### config.mk
export PLATFORM = sky130hd
export DESIGN_NAME = serial_parallel_sync
export DESIGN_NICKNAME = d
export VERILOG_FILES = /design/src/rtl/serial_parallel_sync_pkg.sv /design/src/rtl/sp_word_framer.sv /design/src/rtl/serial_parallel_sync.sv
export SDC_FILE = /design/constraint.sdc
export NUM_CORES = 1
export LEC_CHECK = 0
export BUFFER_PORTS_ARGS = -buffer_cell sky130_fd_sc_hd__buf_2
export CAP_MARGIN = 20
export CORE_ASPECT_RATIO = 0.8
export CORE_UTILIZATION = 38
export CTS_BUF_LIST = sky130_fd_sc_hd__clkbuf_8
export CTS_CLUSTER_SIZE = 24
export DETAILED_ROUTE_END_ITERATION = 16
export GPL_TIMING_DRIVEN = 0
export PLACE_DENSITY = 0.53
export SYNTH_ARGS = -nofsm -noshare
export SYNTH_HDL_FRONTEND = slang
export SYNTH_HIERARCHICAL = 1
export SYNTH_SLANG_ARGS = --single-unit
### constraint.sdc
create_clock -name CLK -period 2.18 [get_ports CLK]
set_input_delay 0.327 -clock CLK [delete_from_list [all_inputs] [get_ports CLK]]
set_output_delay 0.327 -clock CLK [all_outputs]
set_load 0.02 [all_outputs]
### src/rtl/serial_parallel_sync_pkg.sv
// serial_parallel_sync_pkg
//   Shared definitions for the serial_parallel_sync receiver:
//   - sp_state_e   : alignment FSM state encoding
//   - ComDefault   : default comma symbol (8-bit K28.5, 8'hBC)
//   - ComK28p5     : alias of the default comma
//   - cnt_width()  : bit width needed for a counter that must hold 0..max_val

package serial_parallel_sync_pkg;

    typedef enum logic [1:0] {
        StSearch = 2'd0,
        StAlign  = 2'd1,
        StLock   = 2'd2
    } sp_state_e;

    localparam logic [7:0] ComDefault = 8'hBC;
    localparam logic [7:0] ComK28p5   = ComDefault;

    // A zero range still needs one bit so the counter can be declared at all.
    function automatic int unsigned cnt_width(input int unsigned max_val);
        if (max_val < 1) begin
            return 1;
        end
        return $clog2(max_val + 1);
    endfunction

endpackage

### src/rtl/sp_word_framer.sv
// sp_word_framer
//   Serial-in shift register plus free-running bit counter that marks word
//   boundaries for an MSB-first stream.
//   Ports:
//     clk      : bit clock, rising edge
//     rst_n    : synchronous active-low reset
//     bit_in   : serial data bit sampled every edge
//     restart  : forces the bit counter to 0 at this edge (this edge ends a word)
//     word     : candidate word {previous WIDTH-1 bits, bit_in}
//     boundary : high when the current edge samples the last bit of a word

module sp_word_framer #(
    parameter int unsigned WIDTH = 8
) (
    input  logic             clk,
    input  logic             rst_n,
    input  logic             bit_in,
    input  logic             restart,
    output logic [WIDTH-1:0] word,
    output logic             boundary
);

    localparam int unsigned    CntW    = $clog2(WIDTH);
    localparam logic [CntW-1:0] LastBit = CntW'(WIDTH - 1);

    // Only the newest WIDTH-1 bits are ever needed: the oldest bit of a full
    // WIDTH-bit register would be shifted out before it is looked at.
    logic [WIDTH-2:0] sr_q;
    logic [CntW-1:0]  bit_cnt_q;

    assign word     = {sr_q, bit_in};
    assign boundary = (bit_cnt_q == LastBit);

    always_ff @(posedge clk) begin
        if (!rst_n) begin
            sr_q      <= '0;
            bit_cnt_q <= '0;
        end else begin
            sr_q <= word[WIDTH-2:0];
            if (restart || boundary) begin
                bit_cnt_q <= '0;
            end else begin
                bit_cnt_q <= bit_cnt_q + CntW'(1);
            end
        end
    end

endmodule

### src/rtl/serial_parallel_sync.sv
// serial_parallel_sync
//   Deserialises an MSB-first bit stream into WIDTH-bit words, aligns on a
//   comma symbol and declares lock after SYNC_COUNT consecutive aligned commas.
//   Lock is dropped after LOSS_WORDS consecutive non-comma words (0 = never).
//   Ports:
//     CLK       : bit clock, rising edge
//     RESET     : synchronous active-low reset
//     DATA_IN   : serial data, MSB of each word first
//     DATA_OUT  : last non-comma word received while locked
//     VALID_OUT : one-cycle pulse when DATA_OUT is updated
//     ACTIVE    : high while locked

module serial_parallel_sync
    import serial_parallel_sync_pkg::*;
#(
    parameter int unsigned      WIDTH      = 8,
    parameter logic [WIDTH-1:0] COM        = WIDTH'(ComDefault),
    parameter int unsigned      SYNC_COUNT = 4,
    parameter int unsigned      LOSS_WORDS = 16
) (
    input  logic             CLK,
    input  logic             RESET,
    input  logic             DATA_IN,
    output logic [WIDTH-1:0] DATA_OUT,
    output logic             VALID_OUT,
    output logic             ACTIVE
);

    localparam int unsigned ComCntW = cnt_width(SYNC_COUNT);
    localparam int unsigned GapCntW = cnt_width(LOSS_WORDS);

    localparam logic [ComCntW-1:0] SyncTarget = ComCntW'(SYNC_COUNT);
    localparam logic [GapCntW-1:0] LossTarget = GapCntW'(LOSS_WORDS);
    localparam logic [GapCntW-1:0] GapMax     = {GapCntW{1'b1}};

    logic [WIDTH-1:0]   word;
    logic               boundary;
    logic               is_com;
    logic               restart;

    sp_state_e          state_q;
    logic [ComCntW-1:0] com_cnt_q;
    logic [ComCntW-1:0] com_cnt_inc;
    logic [GapCntW-1:0] gap_cnt_q;
    logic [GapCntW-1:0] gap_cnt_inc;
    logic [WIDTH-1:0]   data_q;
    logic               valid_q;
    logic               active_q;

    sp_word_framer #(
        .WIDTH (WIDTH)
    ) u_framer (
        .clk      (CLK),
        .rst_n    (RESET),
        .bit_in   (DATA_IN),
        .restart  (restart),
        .word     (word),
        .boundary (boundary)
    );

    assign is_com = (word == COM);

    // Only SEARCH may move the word grid; once aligned, a comma that straddles
    // a boundary is deliberately ignored.
    assign restart = (state_q == StSearch) && is_com;

    assign com_cnt_inc = com_cnt_q + ComCntW'(1);
    assign gap_cnt_inc = (gap_cnt_q == GapMax) ? gap_cnt_q : gap_cnt_q + GapCntW'(1);

    always_ff @(posedge CLK) begin
        if (!RESET) begin
            state_q   <= StSearch;
            com_cnt_q <= '0;
            gap_cnt_q <= '0;
            data_q    <= '0;
            valid_q   <= 1'b0;
            active_q  <= 1'b0;
        end else begin
            valid_q <= 1'b0;
            unique case (state_q)
                StSearch: begin
                    if (is_com) begin
                        com_cnt_q <= ComCntW'(1);
                        if (SYNC_COUNT == 1) begin
                            state_q   <= StLock;
                            active_q  <= 1'b1;
                            gap_cnt_q <= '0;
                        end else begin
                            state_q <= StAlign;
                        end
                    end
                end

                StAlign: begin
                    if (boundary) begin
                        if (is_com) begin
                            com_cnt_q <= com_cnt_inc;
                            if (com_cnt_inc == SyncTarget) begin
                                state_q   <= StLock;
                                active_q  <= 1'b1;
                                gap_cnt_q <= '0;
                            end
                        end else begin
                            state_q   <= StSearch;
                            com_cnt_q <= '0;
                        end
                    end
                end

                StLock: begin
                    if (boundary) begin
                        if (is_com) begin
                            gap_cnt_q <= '0;
                        end else begin
                            data_q    <= word;
                            valid_q   <= 1'b1;
                            gap_cnt_q <= gap_cnt_inc;
                            // The word that exhausts the gap budget is still
                            // delivered; lock is dropped at the same edge.
                            if ((LOSS_WORDS != 0) && (gap_cnt_inc == LossTarget)) begin
                                state_q   <= StSearch;
                                active_q  <= 1'b0;
                                com_cnt_q <= '0;
                            end
                        end
                    end
                end

                default: begin
                    state_q   <= StSearch;
                    com_cnt_q <= '0;
                    active_q  <= 1'b0;
                end
            endcase
        end
    end

    assign DATA_OUT  = data_q;
    assign VALID_OUT = valid_q;
    assign ACTIVE    = active_q;

endmodule

# Word-level counts from Yosys, hierarchy flattened
# Index checks and enable logic that the tools add are counted.
dict set report classes {
  n_shift 0
  mux 30
  bitwise 3
  n_reduce_logical 11
  n_eq_ne 15
  div_mod_pow 0
  n_mul 0
  order_cmp 0
  n_addsub 3
}
# op count
set op_table {}
lappend op_table {{$mux 5} 6}
lappend op_table {{$mux 3} 6}
lappend op_table {{$mux 2} 7}
lappend op_table {{$eq 5x5->1 const B} 2}
lappend op_table {{$ne 2x2->1 const B} 5}
lappend op_table {{$pmux 5 s2} 1}
lappend op_table {{$reduce_and 5->1} 2}
lappend op_table {{$pmux 3 s3} 1}
lappend op_table {{$eq 8x8->1 const B} 1}
lappend op_table {{$mux 1} 7}
lappend op_table {{$reduce_and 7->1} 1}
lappend op_table {{$add 3x1->3 const B} 2}
lappend op_table {{$eq 3x3->1 const B} 2}
lappend op_table {{$pmux 2 s3} 1}
lappend op_table {{$reduce_and 3->1} 2}
lappend op_table {{$reduce_and 6->1} 1}
lappend op_table {{$add 5x1->5 const B} 1}
lappend op_table {{$ne 2x1->1 const B} 2}
lappend op_table {{$ne 3x3->1 const B} 1}
lappend op_table {{$not 1->1} 3}
lappend op_table {{$pmux 1 s3} 1}
lappend op_table {{$eq 2x1->1 const B} 1}
lappend op_table {{$eq 2x2->1 const B} 1}
lappend op_table {{$logic_not 2->1} 1}
lappend op_table {{4 further kinds} 4}
dict set report totals {
  latch_bits 0
  elab_cells 70
  mem_bits_ro 0
  ff_bits 30
  n_memories 0
  ram_bits 0
}

# Longest topological paths before layout
# Gate-level depths: netlist of run 1.
dict set report depth {
  word_depth 7
  ltp_mapped 9
}

# Cells and area by module
# The synthesis of run 1 kept the hierarchy.
# mod cells_per_inst area_each_um2 instances
set by_module_without_submodules {}
lappend by_module_without_submodules {serial_parallel_sync 120 1047.3 1}
lappend by_module_without_submodules {sp_word_framer 23 334.1 1}

# Worst setup path before layout of run 1
# No wires, ideal clock.
dict set report synth_timing {
  kind {input to register}
  start {input DATA_IN}
  end {register gap_cnt_q[2]}
  cell_stages 9
  slack_ps 84
  t_required_ps 2064
  t_arrival_ps 1980
  n_path_buf 4
  cell_sequence {buf_4 > or4b_4 > or2_0 > buf_6 > and3_1 > buf_6 > buf_8 > a21o_1 > o211a_1}
}
dict set report synth_via {
  elab_chain_len 4
  word_cells_on_any_way 6
}
# item line_no
set synth_lines {}
lappend synth_lines {{start: declaration} serial_parallel_sync.sv:23} ;# input logic DATA_IN,
lappend synth_lines {{$eq 8x8->1 *} serial_parallel_sync.sv:61} ;# assign is_com = (word == COM);
lappend synth_lines {{$mux 5} serial_parallel_sync.sv:112} ;# if (is_com) begin
lappend synth_lines {{$mux 5} serial_parallel_sync.sv:111} ;# if (boundary) begin
lappend synth_lines {{$pmux 5 s2} serial_parallel_sync.sv:80} ;# unique case (state_q)
lappend synth_lines {{end signal: assignment} serial_parallel_sync.sv:117} ;# gap_cnt_q <= gap_cnt_inc;
lappend synth_lines {{end: declaration} serial_parallel_sync.sv:44} ;# logic [GapCntW-1:0] gap_cnt_q;
# Every way passes the cells marked *; elsewhere a longest branch is shown, timed or not. The select of a mux whose other input is x is not followed.
# A chain may end at the register's enable or synchronous reset.

# Worst setup path after layout of run 1
dict set report layout_timing {
  start {register u_framer.sr_q[5]}
  end {register u_framer.bit_cnt_q[2]}
}
dict set report layout_via {
  elab_chain_len 4
}
# item line_no
set layout_lines {}
lappend layout_lines {{start: declaration} sp_word_framer.sv:28} ;# logic [WIDTH-2:0] sr_q;
lappend layout_lines {{start signal: assignment} sp_word_framer.sv:39} ;# sr_q <= word[WIDTH-2:0];
lappend layout_lines {{$eq 8x8->1} serial_parallel_sync.sv:61}
lappend layout_lines {{$logic_and 1x1->1} serial_parallel_sync.sv:65} ;# assign restart = (state_q == StSearch) && is_com;
lappend layout_lines {{net restart} serial_parallel_sync.sv:39} ;# logic restart;
lappend layout_lines {{$logic_or 1x1->1} sp_word_framer.sv:40} ;# if (restart || boundary) begin
lappend layout_lines {{$reduce_or 2->1 (no line)} -}
lappend layout_lines {{end signal: assignment} sp_word_framer.sv:43} ;# bit_cnt_q <= bit_cnt_q + CntW'(1);
lappend layout_lines {{end: declaration} sp_word_framer.sv:29} ;# logic [CntW-1:0] bit_cnt_q;
# The timed path passes the listed nets, and every way through them passes these cells.

==> results.txt, run 1 <==
root buffer cell = clkbuf_8
cell area after synthesis = 1380 sq um
Synth Flop Type = dfxtp_1
Yosys top cell by area = dfxtp_1
number of global-route vias before repair = 1,017
multi-input logic area = 709 sq um
pin count of the biggest net entering global routing = 18
Die Wd = 69.4 microns
routed length per instance = 13.3 microns
Leakage = 0.000665 uW
Worst EP required = 2.35 ns
minimum clock period = 2.10 ns
H-tree depth = 2
Initial Util = 0.401
Vias = 1,070
# port buffers = 12
Startpoint Class = register
Die Span Y = 55.9 microns
worst hold start = DATA_IN
dominant cells by area after synthesis = dfxtp_1 43%, mux2i_1 5.8%, ha_1 4.5%
setup violators final = 0
power per cell area = 654 nW/um^2
max-slew violations = 0
fin cells = 205
worst stage delay on the critical path = 0.55 ns
CP startpoint = u_framer/sr_q[5]
Reg clk slew, reported paths = 0.06 ns
Setup Crit Path Kind = reg2reg
Max IR drop VDD = 0.000337 V
Ys Warns = 6
Cell Chain, Critical Path = or4b_4, or2_0, buf_6, or3_1, inv_1, and4bb_1
postcts setup bufs = 0
Ant. Diodes = 0
Final nets = 170
syn avg cell area = 9.66 sq um
Crit. End Element = register
asr flop ratio synth = 0
clock latency on the worst-skew pair = 0.28 ns
Global Route Usage Sum = 0.163
Ports = 13
Critical Path Slowest Stage Cell = or4b_4
Placed Cells = 197
CORE AREA = 3450 sq um
cell count after synthesis = 143
clk buf depth = 2
Worst-Margin Slew = 0.541 ns
DRT Wirelength = 2.72 mm
number of DRC markers in iteration 0 = 69
Crit path max-delay family = simple AND/OR/NAND/NOR gates
count of cell types in the netlist = 42
Peak Freq = 477 MHz
share of layout cells above drive strength 1 = 0.215
Relative slew margins = 0.636
area added between synthesis and finish = 15.1%
Cell Rows = 19
status = finished clean
worst path bufs/invs = 2
Critical Path AT = 2.27 ns
Max FO, Critical Path = 10
max cap viols = 0
CTS resizes = 0
Final period util = 0.962
Hold Fails Final Rpt = 0
worst r2r src = u_framer/sr_q[5]
Seq/Total Area, Yosys = 0.435
initial antenna violation count = 0
1st-pass router iterations = 4
sequential cell area = 601 sq um
Filler cells = 346
gpl congestion = 0.845
post-synth top area share = 0.435
Post-DP HPWL = 1.98 mm
drt via density = 5.22
post-route ant nets = 0
RSZ-0062 raised after global routing = false
Placed Area = 1490 sq um
TritonCTS clock tree = done
DIE AREA = 3880 sq um
EDFF count, synth = 0
Clock Skews = 0.00618 ns
DRC violations left = 0
CTS buffer count = 5
CTS Sinks = 30
cell area after layout = 1590 sq um
global-route wire length before repair = 4.76 mm
aggregate global routing overflow = 0
number of hold buffers added after cts = 0
syn nets = 151
#FFs+latches synth = 30
HP Class = in2reg
==> metrics by stage <==
step                      setup slack, ns  TNS (ns)  hold slack, ns  power [uW]  utilization
after CTS                          0.0861         0           0.273        1060        0.460
after global placement            -0.0925    -0.576           0.449         601        0.433
final                              0.0831         0           0.285        1040        0.461
after detailed placement           -0.114    -0.708           0.458         603        0.433
after global routing               0.0100         0           0.276        1100        0.461
after floorplan                    0.0838         0           0.438         591            -
==> power breakdown <==
part	switching (uW)	internal, uW
clock	202	249
combinational	13.6	15.1
sequential	4.82	556
==> final timing paths <==
| kind | to | slack, ns | cells past startpoint |
|---|---|---|---|
| max | u_framer/bit_cnt_q[2] | 0.08 | 6 |
| min | u_framer/sr_q[0] | 0.28 | 2 |
| max reg2reg | u_framer/bit_cnt_q[2] | 0.08 | 6 |
| min reg2reg | com_cnt_q[1] | 0.47 | 2 |
==> Yosys cell counts, types with 2 or more instances <==
master,number
nand4_1,2
dfxtp_1,30
nand3_1,3
o22ai_1,2
ha_1,5
a21oi_1,3
and2_1,2
clkbuf_1,4
buf_6,2
o2bb2ai_1,2
nand2_1,16
o21ai_0,9
inv_1,4
nor2_1,6
a31oi_1,3
and4bb_1,2
and2_2,7
nor2b_1,7
a21boi_0,4
mux2i_1,8
==> cell usage in the layout (no fill, tap or decap), types with 3 or more instances in the layout <==
cell	n
clkbuf_1	3
nor2_1	6
clkbuf_8	6
and2_2	7
nor2b_1	7
ha_1	5
nand2_1	16
a21boi_0	4
nand3_1	3
mux2i_1	8
o21ai_0	8
inv_1	5
a31oi_1	3
dfxtp_1	30
buf_2	12
==> routing by layer <==
layer | track usage | vias up | part of all wire
met4 | 0.0612 | 0 | 0.014
met3 | 0.0725 | 7 | 0.042
met2 | 0.241 | 21 | 0.43
met5 | 0 | - | 0
met1 | 0.210 | 491 | 0.52
li1 | - | 551 | -
==> worst reg2reg max path, cell delays in order (launching register included) <==
cell and delay, ns:
dfxtp_1 0.33, or4b_4 0.55, or2_0 0.23, buf_6 0.14
or3_1 0.33, inv_1 0.17, and4bb_1 0.24
==> cells by family (layout without fill, tap and decap cells) <==
| group | Yosys count | count (layout) | share of synthesized area |
|---|---|---|---|
| AOI/OAI and AO/OA | 32 | 32 | 0.159 |
| adders and majority gates | 5 | 5 | 0.0453 |
| buffers and inverters | 12 | 32 | 0.0543 |
| DFF | 30 | 30 | 0.435 |
| muxes | 8 | 8 | 0.0580 |
| and+or+nand+nor | 56 | 56 | 0.249 |
==> registers in the layout, indices dropped and copies added, names as in the netlist <==
signal,count
gap_cnt_q,5
state_q,2
ACTIVE,1
u_framer/bit_cnt_q,3
u_framer/sr_q,7
com_cnt_q,3
VALID_OUT,1
DATA_OUT,8
==> area by class of cell <==
cell class / instances / share of cell area
tap: 42 / 0.0330
multi-input combinational: 101 / 0.446
inverter: 4 / 0.00944
clock inverter: 2 / 0.00551
clock buffer: 6 / 0.0519
sequential: 30 / 0.378
buffer: 8 / 0.0386
timing repair buffer: 12 / 0.0378
Power figures use the tool's default switching activity.
==> run 2: changes to the inputs <==
--- a/config.mk
+++ b/config.mk
@@ -5,6 +5,7 @@
 export SDC_FILE = /design/constraint.sdc
 export NUM_CORES = 1
 export LEC_CHECK = 0
+export ABC_AREA = 1
 export BUFFER_PORTS_ARGS = -buffer_cell sky130_fd_sc_hd__buf_2
 export CAP_MARGIN = 20
 export CORE_ASPECT_RATIO = 0.8
==> run 2 against run 1 <==
Die area shrank 4.2%. Total power rose by 8.2%. Sequential share of layout area up 1.2 points. Final area decreased by 3.1%. Register-to-register slack improved by 0.49 ns. Critical path depth is 6 higher. Clock skew down 0.0025 ns. Final cell count grew 16%. Critical endpoint is now com_cnt_q[0]. Largest cell class is now flip-flops and latches.
==> results.txt, run 2 <==
Die Span Y = 54.7 microns (was 55.9 microns)
gr busiest metal = met2 (unchanged)
Synth Flop Type = dfxtp_1 (unchanged)
worst stage delay on the critical path = 0.44 ns (was 0.55 ns)
root buffer cell = clkbuf_8 (unchanged)
post-synthesis mux area share = 0 (was 0.0580)
TritonCTS clock tree = done (unchanged)
share of layout cells above drive strength 1 = 0.188 (was 0.215)
Hold Fails Final Rpt = 0 (unchanged)
cell count after synthesis = 177 (was 143)
Setup Crit Path Kind = reg2reg (unchanged)
number of hold buffers added after cts = 0 (unchanged)
dominant cells by area after synthesis = dfxtp_1 45%, nand2_1 11%, nor2_1 6.8% (was dfxtp_1 43%, mux2i_1 5.8%, ha_1 4.5%)
max-slew violations = 0 (unchanged)
clk buf depth = 2 (unchanged)
GRT met2 Usage = 0.227 (was 0.241)
syn nets = 185 (was 151)
CTS buffer count = 5 (unchanged)
Cell Chain, Critical Path = ha_1, nand2_1, inv_2, nand3_2, nand2_1, nand2_1, nor2_2, nand2_2, nand2_4, nand2_1, nand2_1, a21oi_1 (was or4b_4, or2_0, buf_6, or3_1, inv_1, and4bb_1)
Post-DP HPWL = 1.88 mm (was 1.98 mm)
largest family of logic cells by synthesized area = simple AND/OR/NAND/NOR gates (unchanged)
worst path bufs/invs = 1 (was 2)
pin count of the biggest net entering global routing = 11 (was 18)
#FFs+latches synth = 30 (unchanged)
R2R depth = 12 (was 6)
CTS resizes = 0 (unchanged)
Yosys top cell by area = dfxtp_1 (unchanged)
CP dominant cell by count = nand2_1
Clock Skews = 0.00364 ns (was 0.00618 ns)
global-route wire length before repair = 4.38 mm (was 4.76 mm)
H-tree depth = 2 (unchanged)
minimum clock period = 1.61 ns (was 2.10 ns)
Initial Util = 0.413 (was 0.401)
met1 usage = 0.226 (was 0.210)
Worst EP required = 2.33 ns (was 2.35 ns)
post-synth top area share = 0.455 (was 0.435)
DRT Wirelength = 2.53 mm (was 2.72 mm)
most frequent cell after synthesis = nand2_1 (was dfxtp_1)
DIE AREA = 3720 sq um (was 3880 sq um)
commonest non-fill, non-tap cell in the layout = nand2_1 (was dfxtp_1)
Cell Rows = 18 (was 19)
Crit path max-delay family = simple AND/OR/NAND/NOR gates (unchanged)
CTS Sinks = 30 (unchanged)
number of DRC markers in iteration 0 = 37 (was 69)
status = finished clean (unchanged)
Final period util = 0.738 (was 0.962)
Relative slew margins = 0.745 (was 0.636)
Max FO, Critical Path = 7 (was 10)
count of cell types in the netlist = 26 (was 42)
RSZ-0062 raised after global routing = false (unchanged)
max cap viols = 0 (unchanged)
gpl congestion = 0.794 (was 0.845)
Max IR drop VDD = 0.000419 V (was 0.000337 V)
Global Route Usage Sum = 0.164 (was 0.163)
power per cell area = 731 nW/um^2 (was 654 nW/um^2)
Ys Warns = 6 (unchanged)
HP Class = in2reg (unchanged)
Synth Area in Compound Gates = 0.125 (was 0.159)
post-synthesis xor/xnor area fraction = 0 (unchanged)
Critical Path AT = 1.76 ns (was 2.27 ns)
clock latency on the worst-skew pair = 0.27 ns (was 0.28 ns)
postcts setup bufs = 0 (unchanged)
routing usage on met3 = 0.0542 (was 0.0725)
Peak Freq = 621 MHz (was 477 MHz)
post-synthesis adder-cell area fraction = 0.0473 (was 0.0453)
Largest register FFs = 8 (unchanged)
Startpoint Class = register (unchanged)
Min-Delay Path Depth = 3 (was 2)
Ports = 13 (unchanged)
cell area after synthesis = 1320 sq um (was 1380 sq um)
Vias = 1,119 (was 1,070)
Ant. Diodes = 0 (unchanged)
EDFF count, synth = 0 (unchanged)
# port buffers = 12 (unchanged)
aggregate global routing overflow = 0 (unchanged)
setup violators final = 0 (unchanged)
Critical Path Slowest Stage Cell = dfxtp_1 (was or4b_4)
Reg clk slew, reported paths = 0.07 ns (was 0.06 ns)
number of global-route vias before repair = 987 (was 1,017)
Final nets = 204 (was 170)
post-synthesis simple-gate area fraction = 0.281 (was 0.249)
syn avg cell area = 7.46 sq um (was 9.66 sq um)
asr flop ratio synth = 0 (unchanged)
routed length per instance = 10.7 microns (was 13.3 microns)
post-route ant nets = 0 (unchanged)
Pwr Total = 1130 uW (was 1040 uW)
initial antenna violation count = 0 (unchanged)
Crit. End Element = register (unchanged)
most frequent cells in the layout = 40 x nand2_1, 30 x dfxtp_1, 24 x nor2_1 (was 30 x dfxtp_1, 16 x nand2_1, 12 x buf_2)
DRC violations left = 0 (unchanged)
area added between synthesis and finish = 16.6% (was 15.1%)
Seq/Total Area, Yosys = 0.455 (was 0.435)
critical path depth = 12 (was 6)
drt via density = 4.72 (was 5.22)
Worst-Margin Slew = 0.382 ns (was 0.541 ns)
synth cell count leaders = 40 x nand2_1, 30 x dfxtp_1, 24 x nor2_1 (was 30 x dfxtp_1, 16 x nand2_1, 9 x o21ai_0)
setup_tns = 0 ns (unchanged)
Leakage = 0.000725 uW (was 0.000665 uW)
Die Wd = 67.9 microns (was 69.4 microns)
CORE AREA = 3200 sq um (was 3450 sq um)
1st-pass router iterations = 4 (unchanged)
-- run 2: per-stage QoR --
| stage | cell area (sq um) | hold slack [ns] | util | instances | setup slack [ns] |
|---|---|---|---|---|---|
| 5_1_grt | 1540 | 0.259 | 0.482 | 237 | 0.378 |
| 4_1_cts | 1540 | 0.249 | 0.482 | 237 | 0.567 |
| 3_5_place_dp | 1430 | 0.424 | 0.448 | 229 | 0.526 |
| 3_3_place_gp | 1430 | 0.408 | 0.448 | 229 | 0.551 |
| 2_1_floorplan | 1320 | 0.399 | - | 177 | 0.766 |
| 6_report | 1540 | 0.251 | 0.482 | 237 | 0.570 |
-- run 2: worst register-to-register path: cells and delay by family, from the launching register on --
| kind | cells | cell delay [ns] |
|---|---|---|
| flops | 1 | 0.44 |
| fa+ha+maj | 1 | 0.23 |
| simple gates | 9 | 0.71 |
| buf+inv | 1 | 0.06 |
| compound gates | 1 | 0.05 |
-- run 2: area by class of cell --
type | instances | area, sq um
clock buffer | 5 | 68.8
multi-input combinational | 118 | 599
inverter | 25 | 93.8
tap | 40 | 50.0
sequential | 30 | 601
fill | 340 | 1660
clock inverter | 3 | 40.0
timing repair buffer | 12 | 60.1
buffer | 4 | 27.5
-- run 2: worst paths after layout --
| check | from | end | slack, ns |
|---|---|---|---|
| worst min-delay path | DATA_IN | u_framer/sr_q[0] | 0.25 |
| worst max-delay path | gap_cnt_q[0] | com_cnt_q[0] | 0.57 |
| worst min register to register | u_framer/bit_cnt_q[0] | u_framer/bit_cnt_q[0] | 0.43 |
| worst max register to register | gap_cnt_q[0] | com_cnt_q[0] | 0.57 |
-- run 2: routing by layer --
metal	wire (microns)	vias to the layer above
met5	0	-
met4	14	0
met3	89	2
met2	1100	10
met1	1330	511
li1	-	596
-- run 2: power by group --
group          leakage, uW  internal [uW]  total (uW)  switching [uW]
Clock            0.0000579            336         536             200
Sequential        0.000243            556         560            4.01
Combinational     0.000424           11.1        29.7            18.5
-- run 2: cell families (layout without fill, tap and decap cells) --
| kind of cell | after synthesis | after routing |
|---|---|---|
| flops | 30 | 30 |
| fa+ha+maj | 5 | 5 |
| buf+inv | 29 | 49 |
| compound gates | 29 | 29 |
| simple gates | 84 | 84 |
==> run 3: changes to the inputs <==
--- a/config.mk
+++ b/config.mk
@@ -14,7 +14,7 @@
 export CTS_CLUSTER_SIZE = 24
 export DETAILED_ROUTE_END_ITERATION = 16
 export GPL_TIMING_DRIVEN = 0
-export PLACE_DENSITY = 0.53
+export PLACE_DENSITY = 0.51
 export SYNTH_ARGS = -nofsm -noshare
 export SYNTH_HDL_FRONTEND = slang
 export SYNTH_HIERARCHICAL = 1
==> constraint.sdc (replaced) <==
create_clock -name CLK -period 1.53 [get_ports CLK]
set_input_delay 0.2295 -clock CLK [delete_from_list [all_inputs] [get_ports CLK]]
set_output_delay 0.2295 -clock CLK [all_outputs]
set_load 0.02 [all_outputs]
==> run 3 against run 2 <==
Clock-buffer cell count is 1 higher. Via count is 1.4% lower. Critical path depth stayed put. Largest power group unchanged. Clock skew is 0.00055 ns higher. Critical endpoint is now com_cnt_q[2]. Highest routed layer unchanged.
==> results.txt, run 3 (same netlist as run 2, synthesis figures left out) <==
initial antenna violation count = 0 (unchanged)
Cell Rows = 18 (unchanged)
power per cell area = 1010 nW/um^2 (was 731 nW/um^2)
gpl congestion = 0.854 (was 0.794)
Die Wd = 67.9 microns (unchanged)
CTS Sinks = 30 (unchanged)
TritonCTS clock tree = done (unchanged)
minimum clock period = 1.45 ns (was 1.61 ns)
fin cells = 238 (was 237)
number of global-route vias before repair = 924 (was 987)
setup violators final = 0 (unchanged)
Worst EP required = 1.68 ns (was 2.33 ns)
pin count of the biggest net entering global routing = 11 (unchanged)
most frequent cells in the layout = 39 x nand2_1, 27 x dfxtp_1, 24 x nor2_1 (was 40 x nand2_1, 30 x dfxtp_1, 24 x nor2_1)
HP Class = in2reg (unchanged)
RSZ-0062 raised after global routing = true (was false)
Leakage = 0.000722 uW (was 0.000725 uW)
area added between synthesis and finish = 21.9% (was 16.6%)
Initial Util = 0.413 (unchanged)
met1 usage = 0.199 (was 0.226)
status = finished clean (unchanged)
Relative slew margins = 0.729 (was 0.745)
Hold Fails Final Rpt = 0 (unchanged)
gr busiest metal = met2 (unchanged)
Ports = 13 (unchanged)
Final period util = 0.945 (was 0.738)
Global Route Usage Sum = 0.152 (was 0.164)
H-tree depth = 2 (unchanged)
cell area after layout = 1610 sq um (was 1540 sq um)
Max IR drop VDD = 0.000594 V (was 0.000419 V)
# port buffers = 12 (unchanged)
Critical Path Slowest Stage Cell = dfxtp_4 (was dfxtp_1)
Ant. Diodes = 0 (unchanged)
CORE AREA = 3200 sq um (unchanged)
Peak Freq = 692 MHz (was 621 MHz)
Clock Skews = 0.00419 ns (was 0.00364 ns)
clk buf depth = 2 (unchanged)
Cell Chain, Critical Path = ha_4, nand2_1, inv_2, nand3_2, nand2_1, nand2_2, nor2_2, nand2_2, nand2_4, nand2_1, nand2_1, a21oi_1 (was ha_1, nand2_1, inv_2, nand3_2, nand2_1, nand2_1, nor2_2, nand2_2, nand2_4, nand2_1, nand2_1, a21oi_1)
share of layout cells above drive strength 1 = 0.232 (was 0.188)
global-route wire length before repair = 3.98 mm (was 4.38 mm)
Worst-Margin Slew = 0.406 ns (was 0.382 ns)
number of DRC markers in iteration 0 = 62 (was 37)
Setup Crit Path Kind = reg2reg (unchanged)
CP dominant cell by count = nand2_1 (unchanged)
commonest non-fill, non-tap cell in the layout = nand2_1 (unchanged)
DRC violations left = 0 (unchanged)
Vias = 1,103 (was 1,119)
Final nets = 206 (was 204)
max cap viols = 0 (unchanged)
Max FO, Critical Path = 7 (unchanged)
Placed Cells = 229 (unchanged)
CTS buffer count = 5 (unchanged)
post-route ant nets = 0 (unchanged)
Post-DP HPWL = 1.85 mm (was 1.88 mm)
worst stage delay on the critical path = 0.38 ns (was 0.44 ns)
max-slew violations = 0 (unchanged)
root buffer cell = clkbuf_8 (unchanged)
DIE AREA = 3720 sq um (unchanged)
Startpoint Class = register (unchanged)
routed length per instance = 10.7 microns (about the same)
DRT Wirelength = 2.55 mm (was 2.53 mm)
Critical Path AT = 1.60 ns (was 1.76 ns)
GRT met2 Usage = 0.221 (was 0.227)
Crit. End Element = register (unchanged)
Reg clk slew, reported paths = 0.06 ns (was 0.07 ns)
aggregate global routing overflow = 0 (unchanged)
Die Span Y = 54.7 microns (unchanged)
drt via density = 4.63 (was 4.72)
clock latency on the worst-skew pair = 0.27 ns (about the same)
1st-pass router iterations = 4 (unchanged)
routing usage on met3 = 0.0563 (was 0.0542)
Largest register FFs = 8 (unchanged)
Placed Area = 1430 sq um (unchanged)
## run 3: cell types whose count changed in the layout (fill, tap and decap cells not counted), sizes merged
cell / delta
buf: +2
clkinv: -2
clkbuf: +1
## run 3: area by class of cell
class | instances | area [sq um]
fillers | 321 | 1590
multi-input cells | 118 | 642
flip-flops and latches | 30 | 609
inverters | 25 | 93.8
clock buffers | 6 | 82.6
repair buffers | 14 | 75.1
well taps | 40 | 50.0
clock inverters | 1 | 30.0
plain buffers | 4 | 27.5
## run 3: routing by layer
metal	vias up	share of wire
met4	0	0.0075
met1	491	0.51
met3	2	0.029
li1	602	-
met5	-	0
met2	8	0.45
## run 3: worst paths after layout
kind | startpoint | end | slack (ns) | cells after the start
setup reg to reg | gap_cnt_q[0] | com_cnt_q[2] | 0.08 | 12
hold / removal | DATA_IN | u_framer/sr_q[0] | 0.17 | 3
hold reg to reg | u_framer/bit_cnt_q[0] | u_framer/bit_cnt_q[0] | 0.42 | 1
setup / recovery | gap_cnt_q[0] | com_cnt_q[2] | 0.08 | 12
## run 3: critical path: cells and delay by family, from the launching register on
family / cells / cell delay [ns]
simple gates: 9 / 0.69
flops: 1 / 0.38
fa+ha+maj: 1 / 0.14
buf+inv: 1 / 0.07
compound gates: 1 / 0.05
## run 3: per-stage QoR
| step | setup TNS, ns | hold WS (ns) | util | setup slack, ns | total power (uW) |
|---|---|---|---|---|---|
| after global placement | -0.141 | 0.409 | 0.448 | -0.0399 | 855 |
| after floorplan | 0 | 0.327 | - | 0.116 | 844 |
| after global routing | -0.131 | 0.181 | 0.504 | -0.0458 | 1700 |
| after detailed placement | -0.339 | 0.418 | 0.448 | -0.0733 | 857 |
| final | 0 | 0.166 | 0.504 | 0.0845 | 1620 |
| after CTS | 0 | 0.152 | 0.484 | 0.00647 | 1650 |
## run 3: repair_timing
item                                    4_1_cts  5_1_grt
setup buffers                                 0        2
gates cloned                                  0        0
hold buffers                                  0        0
pin swaps                                     0        1
endpoints found under the setup margin        5       11
gates resized for setup                       3       11
## run 3: power breakdown
group          leakage [uW]  internal [uW]  switching, uW  total, uW
logic              0.000420           17.5           26.8       44.3
clock network     0.0000573            520            263        783
registers          0.000245            789           6.10        795
total              0.000722           1330            296       1620
